[config.mk]
export PLATFORM = sky130hd
export DESIGN_NAME = led_blink_bank
export DESIGN_NICKNAME = d
export VERILOG_FILES = /design/src/rtl/led_blink_bank_pkg.sv /design/src/rtl/led_blink_bank_channel.sv /design/src/rtl/led_blink_bank.sv
export SDC_FILE = /design/constraint.sdc
export NUM_CORES = 1
export LEC_CHECK = 0
export CAP_MARGIN = 10
export CORE_MARGIN = 2
export CORE_UTILIZATION = 35
export DETAILED_ROUTE_END_ITERATION = 10
export PLACE_DENSITY = 0.56
export SYNTH_ARGS = -nofsm -noshare
export SYNTH_HDL_FRONTEND = slang
export SYNTH_SLANG_ARGS = --single-unit
[constraint.sdc]
create_clock -name CLOCK_50 -period 12.8 [get_ports CLOCK_50]
set_input_delay 2.56 -clock CLOCK_50 [delete_from_list [all_inputs] [get_ports CLOCK_50]]
set_output_delay 2.56 -clock CLOCK_50 [all_outputs]
set_load 0.02 [all_outputs]
[src/rtl/led_blink_bank_pkg.sv]
// led_blink_pkg
// Shared definitions for the LED blinker bank:
//   - mode_e       : 2-bit channel mode encoding (OFF / ON / BLINK / BURST)
//   - burst_cnt_w  : width of a counter that must hold 0 .. 2*burst_len
//   - mode_active  : true for modes that run the step accumulator
package led_blink_pkg;

  typedef enum logic [1:0] {
    MODE_OFF   = 2'b00,
    MODE_ON    = 2'b01,
    MODE_BLINK = 2'b10,
    MODE_BURST = 2'b11
  } mode_e;

  // Counter width able to represent every toggle count of a full burst.
  function automatic int burst_cnt_w(input int burst_len);
    return $clog2(2 * burst_len + 1);
  endfunction

  // BLINK and BURST are the only modes that accumulate and toggle.
  function automatic logic mode_active(input mode_e m);
    return (m == MODE_BLINK) || (m == MODE_BURST);
  endfunction

endpackage

[src/rtl/led_blink_bank_channel.sv]
// blink_channel
// One LED blinker channel: fractional step accumulator with remainder carry,
// toggle generation, burst toggle counter and previous-mode register used
// to detect mode entry.
// Ports:
//   clk    in   system clock
//   reset  in   synchronous, active-high reset
//   sw     in   speed select (1 = STEP_FAST, 0 = STEP_SLOW)
//   mode   in   channel mode (mode_e)
//   sync   in   one-cycle re-phase pulse (affects BLINK/BURST only)
//   led    out  LED drive, registered
//   tick   out  one-cycle pulse in the cycle led toggles, registered
//   done   out  high while a BURST has completed, registered
module blink_channel
  import led_blink_pkg::*;
#(
  parameter int HALF_PERIOD = 50000000,
  parameter int STEP_SLOW   = 2,
  parameter int STEP_FAST   = 15,
  parameter int BURST_LEN   = 3,
  parameter int CNT_W       = 27
) (
  input  logic  clk,
  input  logic  reset,
  input  logic  sw,
  input  mode_e mode,
  input  logic  sync,
  output logic  led,
  output logic  tick,
  output logic  done
);

  localparam int BCW = burst_cnt_w(BURST_LEN);

  // Threshold and steps widened to the CNT_W+1 bit sum width.
  localparam logic [CNT_W:0]   HP_EXT    = (CNT_W + 1)'(HALF_PERIOD);
  localparam logic [CNT_W:0]   STEP_S    = (CNT_W + 1)'(STEP_SLOW);
  localparam logic [CNT_W:0]   STEP_F    = (CNT_W + 1)'(STEP_FAST);
  localparam logic [CNT_W-1:0] ACC_ZERO  = CNT_W'(0);
  localparam logic [BCW-1:0]   BCNT_ZERO = BCW'(0);
  localparam logic [BCW-1:0]   BCNT_ONE  = BCW'(1);
  // Count value held just before the final toggle of a burst.
  localparam logic [BCW-1:0]   BCNT_LAST = BCW'(2 * BURST_LEN - 1);

  logic [CNT_W-1:0] acc_r;
  logic             led_r;
  logic             tick_r;
  logic             done_r;
  logic [BCW-1:0]   bcnt_r;
  mode_e            prev_mode_r;

  logic [CNT_W:0]   step_s;
  logic [CNT_W:0]   sum_s;
  logic             toggle_s;
  logic [CNT_W-1:0] acc_adv_s;
  logic             active_s;
  logic             restart_s;

  logic [CNT_W-1:0] acc_nxt_s;
  logic             led_nxt_s;
  logic             tick_nxt_s;
  logic             done_nxt_s;
  logic [BCW-1:0]   bcnt_nxt_s;

  // Step selection, threshold compare and remainder-carrying advance.
  always_comb begin
    if (sw) begin
      step_s = STEP_F;
    end else begin
      step_s = STEP_S;
    end
    sum_s    = {1'b0, acc_r} + step_s;
    toggle_s = (sum_s >= HP_EXT);
    // The overshoot past the threshold is kept so the average period is exact.
    if (toggle_s) begin
      acc_adv_s = CNT_W'(sum_s - HP_EXT);
    end else begin
      acc_adv_s = CNT_W'(sum_s);
    end
  end

  // Entering BLINK/BURST (including BLINK<->BURST) or SYNC restarts the phase.
  always_comb begin
    active_s  = mode_active(mode);
    restart_s = active_s && (sync || (mode != prev_mode_r));
  end

  // Next-state selection for accumulator, LED, tick, done and burst count.
  always_comb begin
    acc_nxt_s  = acc_r;
    led_nxt_s  = led_r;
    tick_nxt_s = 1'b0;
    done_nxt_s = done_r;
    bcnt_nxt_s = bcnt_r;
    if (restart_s) begin
      acc_nxt_s  = ACC_ZERO;
      led_nxt_s  = 1'b0;
      done_nxt_s = 1'b0;
      bcnt_nxt_s = BCNT_ZERO;
    end else begin
      case (mode)
        MODE_OFF: begin
          acc_nxt_s  = ACC_ZERO;
          led_nxt_s  = 1'b0;
          done_nxt_s = 1'b0;
          bcnt_nxt_s = BCNT_ZERO;
        end
        MODE_ON: begin
          acc_nxt_s  = ACC_ZERO;
          led_nxt_s  = 1'b1;
          done_nxt_s = 1'b0;
          bcnt_nxt_s = BCNT_ZERO;
        end
        MODE_BLINK: begin
          acc_nxt_s  = acc_adv_s;
          done_nxt_s = 1'b0;
          bcnt_nxt_s = BCNT_ZERO;
          if (toggle_s) begin
            led_nxt_s  = ~led_r;
            tick_nxt_s = 1'b1;
          end else begin
            led_nxt_s  = led_r;
          end
        end
        MODE_BURST: begin
          if (done_r) begin
            // Finished burst parks with the LED dark until re-entry.
            acc_nxt_s = ACC_ZERO;
            led_nxt_s = 1'b0;
          end else begin
            acc_nxt_s = acc_adv_s;
            if (toggle_s) begin
              led_nxt_s  = ~led_r;
              tick_nxt_s = 1'b1;
              bcnt_nxt_s = bcnt_r + BCNT_ONE;
              // Final toggle: DONE rises together with this TICK.
              if (bcnt_r == BCNT_LAST) begin
                done_nxt_s = 1'b1;
                led_nxt_s  = 1'b0;
                acc_nxt_s  = ACC_ZERO;
              end else begin
                done_nxt_s = 1'b0;
              end
            end else begin
              led_nxt_s = led_r;
            end
          end
        end
        default: begin
          acc_nxt_s  = ACC_ZERO;
          led_nxt_s  = 1'b0;
          done_nxt_s = 1'b0;
          bcnt_nxt_s = BCNT_ZERO;
        end
      endcase
    end
  end

  // State and output registers with synchronous reset.
  always_ff @(posedge clk) begin
    if (reset) begin
      acc_r       <= ACC_ZERO;
      led_r       <= 1'b0;
      tick_r      <= 1'b0;
      done_r      <= 1'b0;
      bcnt_r      <= BCNT_ZERO;
      prev_mode_r <= MODE_OFF;
    end else begin
      acc_r       <= acc_nxt_s;
      led_r       <= led_nxt_s;
      tick_r      <= tick_nxt_s;
      done_r      <= done_nxt_s;
      bcnt_r      <= bcnt_nxt_s;
      prev_mode_r <= mode;
    end
  end

  assign led  = led_r;
  assign tick = tick_r;
  assign done = done_r;

endmodule

[src/rtl/led_blink_bank.sv]
// led_blink_bank
// Bank of NCH independent LED blinkers sharing one clock, reset and SYNC.
// Ports:
//   CLOCK_50  in   system clock
//   RESET     in   synchronous, active-high reset
//   SW        in   [NCH]   per-channel speed select (1 = fast)
//   MODE      in   [2*NCH] channel i mode in MODE[2i+1:2i]
//   SYNC      in   one-cycle pulse re-phasing all BLINK/BURST channels
//   LEDR      out  [NCH]   LED drive, registered
//   TICK      out  [NCH]   toggle pulse, registered
//   DONE      out  [NCH]   burst-complete flag, registered
module led_blink_bank
  import led_blink_pkg::*;
#(
  parameter int NCH         = 4,
  parameter int HALF_PERIOD = 50000000,
  parameter int STEP_SLOW   = 2,
  parameter int STEP_FAST   = 15,
  parameter int BURST_LEN   = 3,
  parameter int CNT_W       = 27
) (
  input  logic             CLOCK_50,
  input  logic             RESET,
  input  logic [NCH-1:0]   SW,
  input  logic [2*NCH-1:0] MODE,
  input  logic             SYNC,
  output logic [NCH-1:0]   LEDR,
  output logic [NCH-1:0]   TICK,
  output logic [NCH-1:0]   DONE
);

  for (genvar i = 0; i < NCH; i++) begin : gen_ch
    mode_e ch_mode;

    assign ch_mode = mode_e'(MODE[2*i +: 2]);

    blink_channel #(
      .HALF_PERIOD (HALF_PERIOD),
      .STEP_SLOW   (STEP_SLOW),
      .STEP_FAST   (STEP_FAST),
      .BURST_LEN   (BURST_LEN),
      .CNT_W       (CNT_W)
    ) u_ch (
      .clk   (CLOCK_50),
      .reset (RESET),
      .sw    (SW[i]),
      .mode  (ch_mode),
      .sync  (SYNC),
      .led   (LEDR[i]),
      .tick  (TICK[i]),
      .done  (DONE[i])
    );
  end

endmodule

==> results of run 1 <==
==> stage by stage <==
step | util [%] | total power [mW] | std cells | instance area [µm²] | hold slack [ns]
after floorplan | - | 0.461 | 1221 | 9460 | 0.441
after CTS | 39.4 | 1.00 | 1571 | 10500 | 0.491
after global placement | 37.1 | 0.471 | 1539 | 9920 | 0.474
after global routing | 39.4 | 1.02 | 1571 | 10500 | 0.506
after detailed placement | 37.1 | 0.471 | 1539 | 9920 | 0.483
final | 39.4 | 0.987 | 1571 | 10500 | 0.487
==> cell type report <==
type                       instances  area share (%)
sequential                       140            26.6
clock buffer                      22            4.50
tap                              341            4.05
multi-input combinational        980            59.0
clock inverter                    10            1.32
timing repair buffer              31            2.83
inverter                          47            1.68
==> state kept, by name, indices dropped and copies added (netlist names) <==
register,cells
gen_ch.u_ch.acc_r,108
gen_ch.u_ch.bcnt_r,12
gen_ch.u_ch.prev_mode_r,8
gen_ch.u_ch.done,4
gen_ch.u_ch.led,4
gen_ch.u_ch.tick,4
==> routing by layer <==
metal,up-vias,routed length (µm)
met4,0,176
met3,16,978
met2,151,10400
met5,-,0
li1,4389,-
met1,3996,11400
==> power by group <==
group	internal [mW]	total [mW]	switching, mW
registers	0.438	0.439	0.00131
clock network	0.322	0.526	0.204
logic	0.00977	0.0217	0.0119
total	0.769	0.987	0.217
==> synth_stat cells (5+ instances only) <==
library cell	n	area, µm²
a211oi_1	15	113
a21boi_0	6	45.0
a21o_1	11	82.6
a21oi_1	69	345
a31oi_1	12	75.1
and2_1	17	106
and3_1	25	156
and4_1	11	96.3
buf_1	5	18.8
buf_2	17	85.1
buf_4	12	90.1
clkbuf_1	18	67.6
dfxtp_1	140	2800
ha_1	28	350
inv_1	47	176
nand2_1	92	345
nand2b_1	10	62.6
nand3_1	59	295
nand4_1	26	163
nor2_1	152	571
nor2b_1	12	75.1
nor3_1	49	245
nor3b_1	18	135
nor4_1	15	93.8
o2111ai_1	5	43.8
o211ai_1	17	128
o21a_1	10	75.1
o21ai_0	51	255
o21ai_1	6	30.0
o31a_1	5	43.8
o31ai_1	8	60.1
or2_2	8	50.1
or3_1	22	138
or4_1	6	45.0
xnor2_1	95	832
xor2_1	35	307
==> cells by family after synthesis <==
kind of cell | count (synthesis) | share of synthesized area [%]
compound gates | 271 | 19.2
flops | 140 | 29.6
xor+xnor | 131 | 12.2
simple gates | 542 | 29.6
buf+inv | 101 | 4.73
mux | 8 | 0.899
fa+ha+maj | 28 | 3.70
==> worst paths after layout <==
kind                             from                        to
max                             SW[2]  gen_ch[2].u_ch.acc_r[21]
min          gen_ch[2].u_ch.acc_r[26]  gen_ch[2].u_ch.acc_r[26]
max reg2reg   gen_ch[2].u_ch.acc_r[0]  gen_ch[2].u_ch.acc_r[21]
min reg2reg  gen_ch[2].u_ch.acc_r[26]  gen_ch[2].u_ch.acc_r[26]
==> cells in the final DEF (no fill, tap or decap), types with 11 or more instances in the layout <==
| cell type | n |
|---|---|
| clkbuf_16 | 17 |
| nor3_1 | 49 |
| a31oi_1 | 12 |
| nor2_1 | 152 |
| ha_1 | 28 |
| or3_1 | 22 |
| dfxtp_1 | 140 |
| clkdlybuf4s50_1 | 26 |
| xor2_1 | 35 |
| nand4_1 | 26 |
| nor3b_1 | 18 |
| nand3_1 | 59 |
| inv_1 | 47 |
| nand2_1 | 92 |
| a211oi_1 | 15 |
| o211ai_1 | 17 |
| nor4_1 | 15 |
| and4_1 | 11 |
| o21ai_0 | 51 |
| a21o_1 | 11 |
| nor2b_1 | 12 |
| xnor2_1 | 95 |
| a21oi_1 | 69 |
| and2_1 | 17 |
| and3_1 | 25 |
==> flow_summary.json, run 1 <==
{
  "grt_util_met1_pct": 22.3,
  "clock-sinks": 140,
  "coreArea_mm2": 0.0267,
  "fill_cells": 2721,
  "dpl.hpwl_um": 16700,
  "grt_max_degree": 28,
  "cts_buffers": 17,
  "drv_slew": 0,
  "status": "completed",
  "regArea_mm2": 0.00280,
  "maxCapViolCount": 0,
  "preCtsSetupSlack_ns": 5.26,
  "worstSetupPathType": "input port to flop",
  "cp_top_family": "compound AO/OA/AOI/OAI gates",
  "antenna_cells": 0,
  "syn_inst": 1221,
  "antenna_found_initial": 0,
  "start_util_pct": 35.4,
  "clk_pin_slew_ns": 0.06,
  "nets": 1260,
  "max_slew_margin_pct": 35.4,
  "period_share_pct": 55.9,
  "worstSkewPairLatency_ns": 0.43,
  "io_pins": 27,
  "gr-total-overflow": 0,
  "synth_area_mm2": 0.00946,
  "yosys_register_bits": 140,
  "timing.final.crit_period_ns": 7.15,
  "whs_path_depth": 1,
  "grt.met2_usage_pct": 26.2,
  "grt_pass1_wl_um": 37900,
  "drtPass1Iterations": 5,
  "htreeDepth": 4,
  "syn_to_final_growth_pct": 11.3,
  "top_usage_layer": "met2",
  "power.density_mw_per_mm2": 93.7,
  "drtIter0Drc": 676,
  "r2r_cells": 13,
  "worstPathRequired_ns": 13.07,
  "cts_setup_buffers": 0,
  "cp-end-kind": "flop",
  "finClkSkew_ns": 0.0113,
  "max_stage_delay_ns": 0.87,
  "cts_tree": "built",
  "vias": 8552,
  "globalRouteMet3Util_pct": 3.03,
  "synth_enable_flop_cells": 0,
  "hold_buffers": 0,
  "multi_input_area_mm2": 0.00621,
  "drc_errors": 0,
  "rsz0062_at_grt": "false",
  "synth.distinct_cells": 82,
  "path_depth": 14,
  "die_w_um": 168,
  "ctsResizeCount": 0,
  "routed_via_density": 5.44,
  "synth_flop_cell": "dfxtp_1",
  "critPathBufInv": 2,
  "finalSetupViolations": 0,
  "ir_drop_mv": 0.0503,
  "startpoint_type": "input port",
  "rows": 60,
  "setup_tns_ns": 0,
  "slowest_stage": "a41o_1",
  "wl_per_cell_um": 14.6,
  "grt_pass1_vias": 7658,
  "cts_root_buffer": "clkbuf_16",
  "ys_warn_count": 0,
  "min-delay-path-class": "flop to flop",
  "grt_use_total_pct": 16.2,
  "crit_chain": "clkdlybuf4s50_1, ha_1, inv_1, ha_1, nor2b_1, o21ai_1, nand2_1, nor4_1, o211ai_1, o31ai_1, nand3_2, nand2_1, a41o_1, nor3_1",
  "dieHeight_um": 168,
  "final_antenna_net_count": 0,
  "cp_max_fo": 27,
  "post_route_cells_drive_above_1_share_pct": 5.61,
  "die-area_mm2": 0.0284,
  "synth_seq_area_share_pct": 29.6,
  "synth_nets": 1264,
  "worstMarginPinSlew_ns": 0.960,
  "synthArstFlopShare_pct": 0,
  "r2r_setup_slack_ns": 7.99,
  "clockBufferDepth": 2,
  "port_buffers": 26,
  "finalWorstSetupSlack_ns": 5.65,
  "avgSynthCellArea_um2": 7.75,
  "p_leak_nw": 3.26,
  "gp_congestion": 0.889,
  "wl_um": 23000,
  "clock.fmax_mhz": 140,
  "worstPathArrival_ns": 7.42,
  "finalHoldViolations": 0
}
Note: power is estimated with default switching activity, not from simulation.
==> run 2: changes to the inputs <==
Settings changed: PLACE_DENSITY 0.56 to 0.58.
Clock period 12.8 ns to 5.93 ns, I/O delays scaled along.
==> run 2 against run 1 <==
  * Sequential share of layout area shrank 0.19 points
  * Clock power grew 110%
  * Global-route usage grew 0.71 points
  * Clock-buffer cell count shrank 3
  * Critical path type unchanged
==> flow_summary.json, run 2 (synthesis results as in run 1) <==
{
  "worstMarginPinSlew_ns": 0.789,
  "coreArea_mm2": 0.0267,
  "dieHeight_um": 168,
  "finalSetupViolations": 0,
  "stdcell_count": 1582,
  "drc_errors": 0,
  "cts_buffers": 17,
  "grt_use_total_pct": 16.9,
  "cts_tree": "built",
  "rows": 60,
  "finalHoldViolations": 0,
  "place_inst": 1550,
  "timing.final.crit_period_ns": 4.96,
  "cts_setup_buffers": 0,
  "preCtsSetupSlack_ns": 0.560,
  "post_route_cells_drive_above_1_share_pct": 6.53,
  "ctsResizeCount": 0,
  "period_share_pct": 83.6,
  "die-area_mm2": 0.0284,
  "vias": 8580,
  "antenna_cells": 0,
  "routed_via_density": 5.42,
  "port_buffers": 26,
  "htreeDepth": 4,
  "cp_max_fo": 14,
  "grt_pass1_wl_um": 39800,
  "clock-sinks": 140,
  "gr-total-overflow": 0,
  "largest_register": "gen_ch.u_ch.acc_r",
  "largest_reg_flops": 108,
  "min-delay-path-class": "flop to flop",
  "wl_per_cell_um": 14.7,
  "wl_um": 23300,
  "clockBufferDepth": 2,
  "nets": 1271,
  "worstSkewPairLatency_ns": 0.43,
  "final_util_pct": 39.7,
  "start_util_pct": 35.4,
  "final_cell_mix": "nor2_1 (152), dfxtp_1 (140), xnor2_1 (95), nand2_1 (92), a21oi_1 (69)",
  "drv_slew": 0,
  "startpoint_type": "input port",
  "reg.largest.list": "gen_ch.u_ch.acc_r: 108 flops, gen_ch.u_ch.bcnt_r: 12 flops, gen_ch.u_ch.prev_mode_r: 8 flops",
  "io_pins": 27,
  "gp_congestion": 0.881,
  "worstSetupPathType": "input port to flop",
  "cts_root_buffer": "clkbuf_16",
  "drtIter0Drc": 533,
  "ir_drop_mv": 0.140,
  "max_slew_margin_pct": 46.9,
  "grt_max_degree": 28,
  "final_antenna_net_count": 0,
  "rsz0062_at_grt": "false",
  "worstPathRequired_ns": 6.29,
  "die_w_um": 168,
  "r2r_cells": 14,
  "worstPathArrival_ns": 5.32,
  "drtPass1Iterations": 5,
  "clk_pin_slew_ns": 0.07,
  "antenna_found_initial": 0,
  "setup_tns_ns": 0,
  "maxCapViolCount": 0,
  "dpl.hpwl_um": 17000,
  "finalInstanceArea_mm2": 0.0106,
  "syn_to_final_growth_pct": 12.1,
  "finalWorstSetupSlack_ns": 0.971,
  "p_leak_nw": 3.32,
  "place_area_mm2": 0.0100,
  "whs_path_depth": 1,
  "hold_buffers": 0,
  "grt_pass1_vias": 8125,
  "power.density_mw_per_mm2": 200,
  "final_common_cell": "nor2_1",
  "status": "completed",
  "cp-end-kind": "flop",
  "finClkSkew_ns": 0.0145,
  "clock.fmax_mhz": 202
}
==> run 2: cell count changes in the layout (fill, tap and decap cells not counted), moves of 2 or more <==
cell,previous run,this run
inv_6,0,3
buf_4,5,16
clkinvlp_4,4,2
clkbuf_8,3,1
==> run 2: metal layers <==
metal / GRT usage, % / up-vias / part of all wire, %
met2: 27.2 / 138 / 45
met3: 3.27 / 10 / 4.1
met5: 0 / - / 0
met1: 23.4 / 4025 / 51
li1: - / 4407 / -
met4: 3.64 / 0 / 0.63
==> run 2: final cells by class <==
type                            count  area, µm²
Multi-Input combinational cell    980       6210
Clock inverter                     13        164
Inverter                           47        176
Sequential cell                   140       2800
Fill cell                        2741      16100
Timing Repair Buffer               42        380
Clock buffer                       19        443
Tap cell                          341        427
==> run 2: power breakdown <==
group          total [mW]  switching [mW]  leakage, nW  internal (mW)
clock network        1.13           0.449        0.294          0.676
logic              0.0474          0.0259         1.89         0.0215
registers           0.948         0.00317         1.13          0.945
total                2.12           0.478         3.32           1.64
==> run 2: final timing paths <==
kind / startpoint / to / slack [ns]
setup / recovery: SW[2] / gen_ch[2].u_ch.acc_r[15] / 0.97
hold / removal: gen_ch[2].u_ch.acc_r[26] / gen_ch[2].u_ch.acc_r[26] / 0.50
setup reg to reg: gen_ch[2].u_ch.acc_r[0] / gen_ch[2].u_ch.acc_r[15] / 1.94
hold reg to reg: gen_ch[2].u_ch.acc_r[26] / gen_ch[2].u_ch.acc_r[26] / 0.50
==> run 2: critical path: stages <==
cell and delay, ns:
clkdlybuf4s50_1 0.46, ha_1 0.25, inv_1 0.06, ha_1 0.16, nor2b_1 0.06, o21ai_1 0.42
nand2_1 0.10, buf_4 0.18, nor4_1 0.47, o211ai_1 0.27, o31ai_1 0.50, nand3_2 0.30
and2_4 0.27, or4_1 0.47, a21oi_1 0.14
==> run 2: per-stage QoR <==
stage               total power, mW  hold slack [ns]
finish                         2.12            0.497
global route                   2.19            0.516
CTS                            2.14            0.495
global placement               1.02            0.476
detailed placement             1.02            0.485
floorplan                     0.996            0.441
==> run 3: changes to the inputs <==
Clock period 5.93 ns to 4.2 ns, I/O delays scaled along.
==> run 3 against run 2 <==
  * Clock skew shrank 0.0064 ns
  * Combinational power grew 61%
  * Power grew 29%
  * Sequential cell count is the same
  * Largest cell class unchanged
  * Wire length grew 5.8%
  * Highest routed layer is now met5
  * Via count grew 7.6%
  * Die area is the same
  * Clock-buffer cell count grew 4
  * Global-route usage grew 0.93 points
  * Cell area grew 13%
  * Hold slack lost 0.011 ns
  * Critical endpoint is now gen_ch[1].u_ch.acc_r[8]
  * Critical path type unchanged
==> flow_summary.json, run 3 (synthesis results as in run 1) <==
{
  "finalWorstSetupSlack_ns": 0.211,
  "drtPass1Iterations": 6,
  "final_common_cell": "buf_4",
  "power.density_mw_per_mm2": 230,
  "internal-power_mw": 2.13,
  "fill_cells": 2677,
  "worstMarginPinSlew_ns": 0.569,
  "max_slew_margin_pct": 61.6,
  "dpl.hpwl_um": 19000,
  "cp_max_fo": 4,
  "max_stage_delay_ns": 0.52,
  "clk_pin_slew_ns": 0.06,
  "wl_um": 24600,
  "p_leak_nw": 4.16,
  "cts_root_buffer": "clkbuf_16",
  "rsz0062_at_grt": "false",
  "gr-total-overflow": 0,
  "clock.fmax_mhz": 251,
  "cts_tree": "built",
  "largest_register": "gen_ch.u_ch.acc_r",
  "worstPathRequired_ns": 4.48,
  "cts_setup_buffers": 0,
  "final_cell_mix": "buf_4 (194), nor2_1 (152), dfxtp_1 (140), xnor2_1 (95), nand2_1 (92)",
  "die_w_um": 168,
  "clockPowerShare_pct": 48.4,
  "ir_drop_mv": 0.184,
  "post_route_cells_drive_above_1_share_pct": 18.4,
  "crit_chain": "clkdlybuf4s50_1, ha_1, inv_1, ha_1, nand2b_1, a21oi_1, buf_4, xnor2_1, a31oi_1, o2111ai_1, a21oi_1, o21a_1, o21ai_0, buf_4, buf_4, and2_1, a211oi_1",
  "clockBufferDepth": 2,
  "nets": 1453,
  "p_switching_mw": 0.607,
  "ctsResizeCount": 0,
  "gp_congestion": 0.883,
  "final_antenna_net_count": 0,
  "drc_errors": 0,
  "grt_max_degree": 28,
  "coreArea_mm2": 0.0267,
  "antenna_found_initial": 3,
  "drtIter0Drc": 494,
  "min-delay-path-class": "flop to flop",
  "htreeDepth": 4,
  "dieHeight_um": 168,
  "routed_via_density": 5.23,
  "cp-end-kind": "flop",
  "grt_pass1_vias": 8872,
  "wl_per_cell_um": 14.0,
  "largest_reg_flops": 108,
  "slowest_stage": "clkdlybuf4s50_1",
  "timing.final.crit_period_ns": 3.99,
  "cts_buffers": 17,
  "preCtsSetupSlack_ns": -0.206,
  "start_util_pct": 35.4,
  "rows": 60,
  "io_pins": 27,
  "swShare_pct": 22.2,
  "status": "completed",
  "port_buffers": 26,
  "finalSetupViolations": 0,
  "clock-sinks": 140,
  "finalHoldViolations": 0,
  "maxCapViolCount": 0,
  "finClkSkew_ns": 0.00808,
  "hold_buffers": 0,
  "syn_to_final_growth_pct": 26.1,
  "cp_common_cell": "buf_4",
  "power.sequential.fraction_pct": 48.9,
  "worstSetupPathType": "input port to flop",
  "drv_slew": 0,
  "startpoint_type": "input port",
  "grt_use_total_pct": 17.8,
  "reg.largest.list": "gen_ch.u_ch.acc_r: 108 flops, gen_ch.u_ch.bcnt_r: 12 flops, gen_ch.u_ch.prev_mode_r: 8 flops",
  "pwr-share-comb_pct": 2.8,
  "vias": 9231,
  "die-area_mm2": 0.0284,
  "worstPathArrival_ns": 4.27,
  "period_share_pct": 95.0,
  "worstSkewPairLatency_ns": 0.42,
  "grt_pass1_wl_um": 42000,
  "setup_tns_ns": 0
}
## run 3: final cells by class
| type | count | area [µm²] | area share, % |
|---|---|---|---|
| flip-flops and latches | 140 | 2800 | 23.5 |
| diodes | 1 | 2.50 | 0.0210 |
| clock buffers | 23 | 458 | 3.84 |
| multi-input cells | 980 | 6230 | 52.2 |
| well taps | 341 | 427 | 3.57 |
| repair buffers | 224 | 1800 | 15.1 |
| clock inverters | 8 | 46.3 | 0.388 |
| inverters | 47 | 176 | 1.48 |
## run 3: worst paths after layout
kind / cells after the start / slack [ns] / startpoint / endpoint
worst max-delay path: 17 / 0.21 / SW[1] / gen_ch[1].u_ch.acc_r[8]
worst min-delay path: 1 / 0.49 / gen_ch[2].u_ch.acc_r[26] / gen_ch[2].u_ch.acc_r[26]
worst max register to register: 10 / 0.56 / gen_ch[2].u_ch.acc_r[11] / gen_ch[2].u_ch.acc_r[15]
worst min register to register: 1 / 0.49 / gen_ch[2].u_ch.acc_r[26] / gen_ch[2].u_ch.acc_r[26]
## run 3: layer usage
metal | track usage (%) | wire, µm | share of wire (%) | vias up
li1 | - | - | - | 4777
met1 | 23.2 | 11800 | 48 | 4272
met2 | 30.0 | 11500 | 47 | 157
met3 | 3.78 | 1030 | 4.2 | 23
met4 | 4.39 | 302 | 1.2 | 2
met5 | 0 | 11 | 0.045 | -
## run 3: power by group through the flow
stage	Combinational [mW]	Sequential (mW)	Clock, mW
final	0.0761	1.34	1.33
after global routing	0.0850	1.34	1.43
after CTS	0.0770	1.34	1.37
after detailed placement	0.0767	1.37	0
after global placement	0.0758	1.37	0
after floorplan	0.0388	1.37	0
## run 3: critical path, delay by kind of cell
kind            cells  cell delay (ns)
compound gates      7             1.48
buf+inv             5             1.12
fa+ha+maj           2             0.40
simple gates        2             0.30
xor+xnor            1             0.14
## run 3: through the flow
| stage | total power, mW | instance area (µm²) | instances | hold WS, ns | util [%] |
|---|---|---|---|---|---|
| after floorplan | 1.41 | 9460 | 1221 | 0.441 | - |
| after global placement | 1.44 | 11400 | 1732 | 0.473 | 42.7 |
| after detailed placement | 1.44 | 11400 | 1732 | 0.480 | 42.7 |
| after CTS | 2.78 | 11900 | 1763 | 0.488 | 44.6 |
| after global routing | 2.86 | 11900 | 1763 | 0.496 | 44.7 |
| final | 2.74 | 11900 | 1764 | 0.486 | 44.7 |
==> RTL edit (settings of run 1) <==
Set the parameter `NCH` to 6 (it was 4).
--- a/src/rtl/led_blink_bank.sv
+++ b/src/rtl/led_blink_bank.sv
@@ -12,7 +12,7 @@
 module led_blink_bank
   import led_blink_pkg::*;
 #(
-  parameter int NCH         = 4,
+  parameter int NCH         = 6,
   parameter int HALF_PERIOD = 50000000,
   parameter int STEP_SLOW   = 2,
   parameter int STEP_FAST   = 15,
Ports: changed (5 resized); port bits go from 27 to 39. No check against the original RTL was run, so the function may have changed too.
==> RTL edit against run 1 <==
  * Cell count increased by 49%
  * Global-route usage decreased by 0.55 points
  * Synthesized cell count grew 47%
  * Sequential cell count grew 70
  * Hold slack got worse by 0.039 ns
  * Worst setup slack better by 0.13 ns
  * Die area grew 48%
  * Final area increased by 50%
  * First-iteration DRC count shrank 14%
  * Area after synthesis is 50% higher
  * Register-to-register slack better by 0.06 ns
  * Routed wire length rose by 43%
  * Total power up 52%
  * Largest cell class unchanged
==> RTL edit: results (changes against run 1) <==
[place]
place.port_buffers=38  ; +46%
placed_area_mm2=0.0148  ; +50%
gp_congestion=0.831  ; -6.4%

[power]
power.leakage_nw=5.03  ; +54%
powerSeq_w=0.000660  ; +50%
power_frac_clock_pct=52.7  ; -0.6 points
peakVddDrop_mv=0.0751  ; +49%

[cts]
clock_sinks=210  ; +50%
htreeDepth=1  ; -3

[final_layout]
largestRegisters=gen_ch.u_ch.acc_r: 162 flops, gen_ch.u_ch.bcnt_r: 18 flops, gen_ch.u_ch.prev_mode_r: 12 flops
multi_input_area_mm2=0.00931  ; +50%
clkbuf_count=39  ; +77%
seq_area_mm2=0.00420  ; +50%

[min_path]
min-delay-start=gen_ch[1].u_ch.acc_r[26]
holdPathEnd=gen_ch[1].u_ch.acc_r[26]

[grt]
use_met2_pct=26.6  ; +0.35 points
grt_use_met3_pct=2.07  ; -0.96 points
grt_pass1_wl_mm=56.1  ; +48%

[die]
num_rows=73  ; +22%

[outcome]
outcome=finished, final reports clean

[timing]
worst_slew_pin_slew_ns=1.07  ; +0.106 ns
fin_skew_ns=0.0251  ; +0.0138 ns

[yosys]
synth_common_cells=nor2_1, dfxtp_1, xnor2_1
ys_types=98  ; +20%
netlist.area_leader.share_pct=29.7  ; +0.055 points

[routing]
num_vias=12400  ; +45%
drtIter0Drc=582  ; -14%

RTL edit: cell types whose count changed after synthesis, moves of 27 or more:
cell,before,now
nor2_1,152,253
dfxtp_1,140,210
xnor2_1,95,164
xor2_1,35,71
nand2_1,92,123
nand3_1,59,87
nor3_1,49,76
RTL edit: kinds of logic (layout without fill, tap and decap cells):
family                     count (synthesis)  count (layout)  synth area share (%)
and+or+nand+nor                          805             805                  29.0
AOI/OAI and AO/OA                        348             348                  17.3
xor gates and xnor gates                 236             236                  14.6
DFF                                      210             210                  29.7
buffers and inverters                    142             156                  4.62
adders and majority gates                 43              43                  3.78
muxes                                     13              13                 0.962
RTL edit: metal layers:
layer  routed length [µm]  vias up
li1                     -     6364
met1                16100     5792
met2                14800      196
met3                 1200       48
met4                  665        0
met5                    0        -
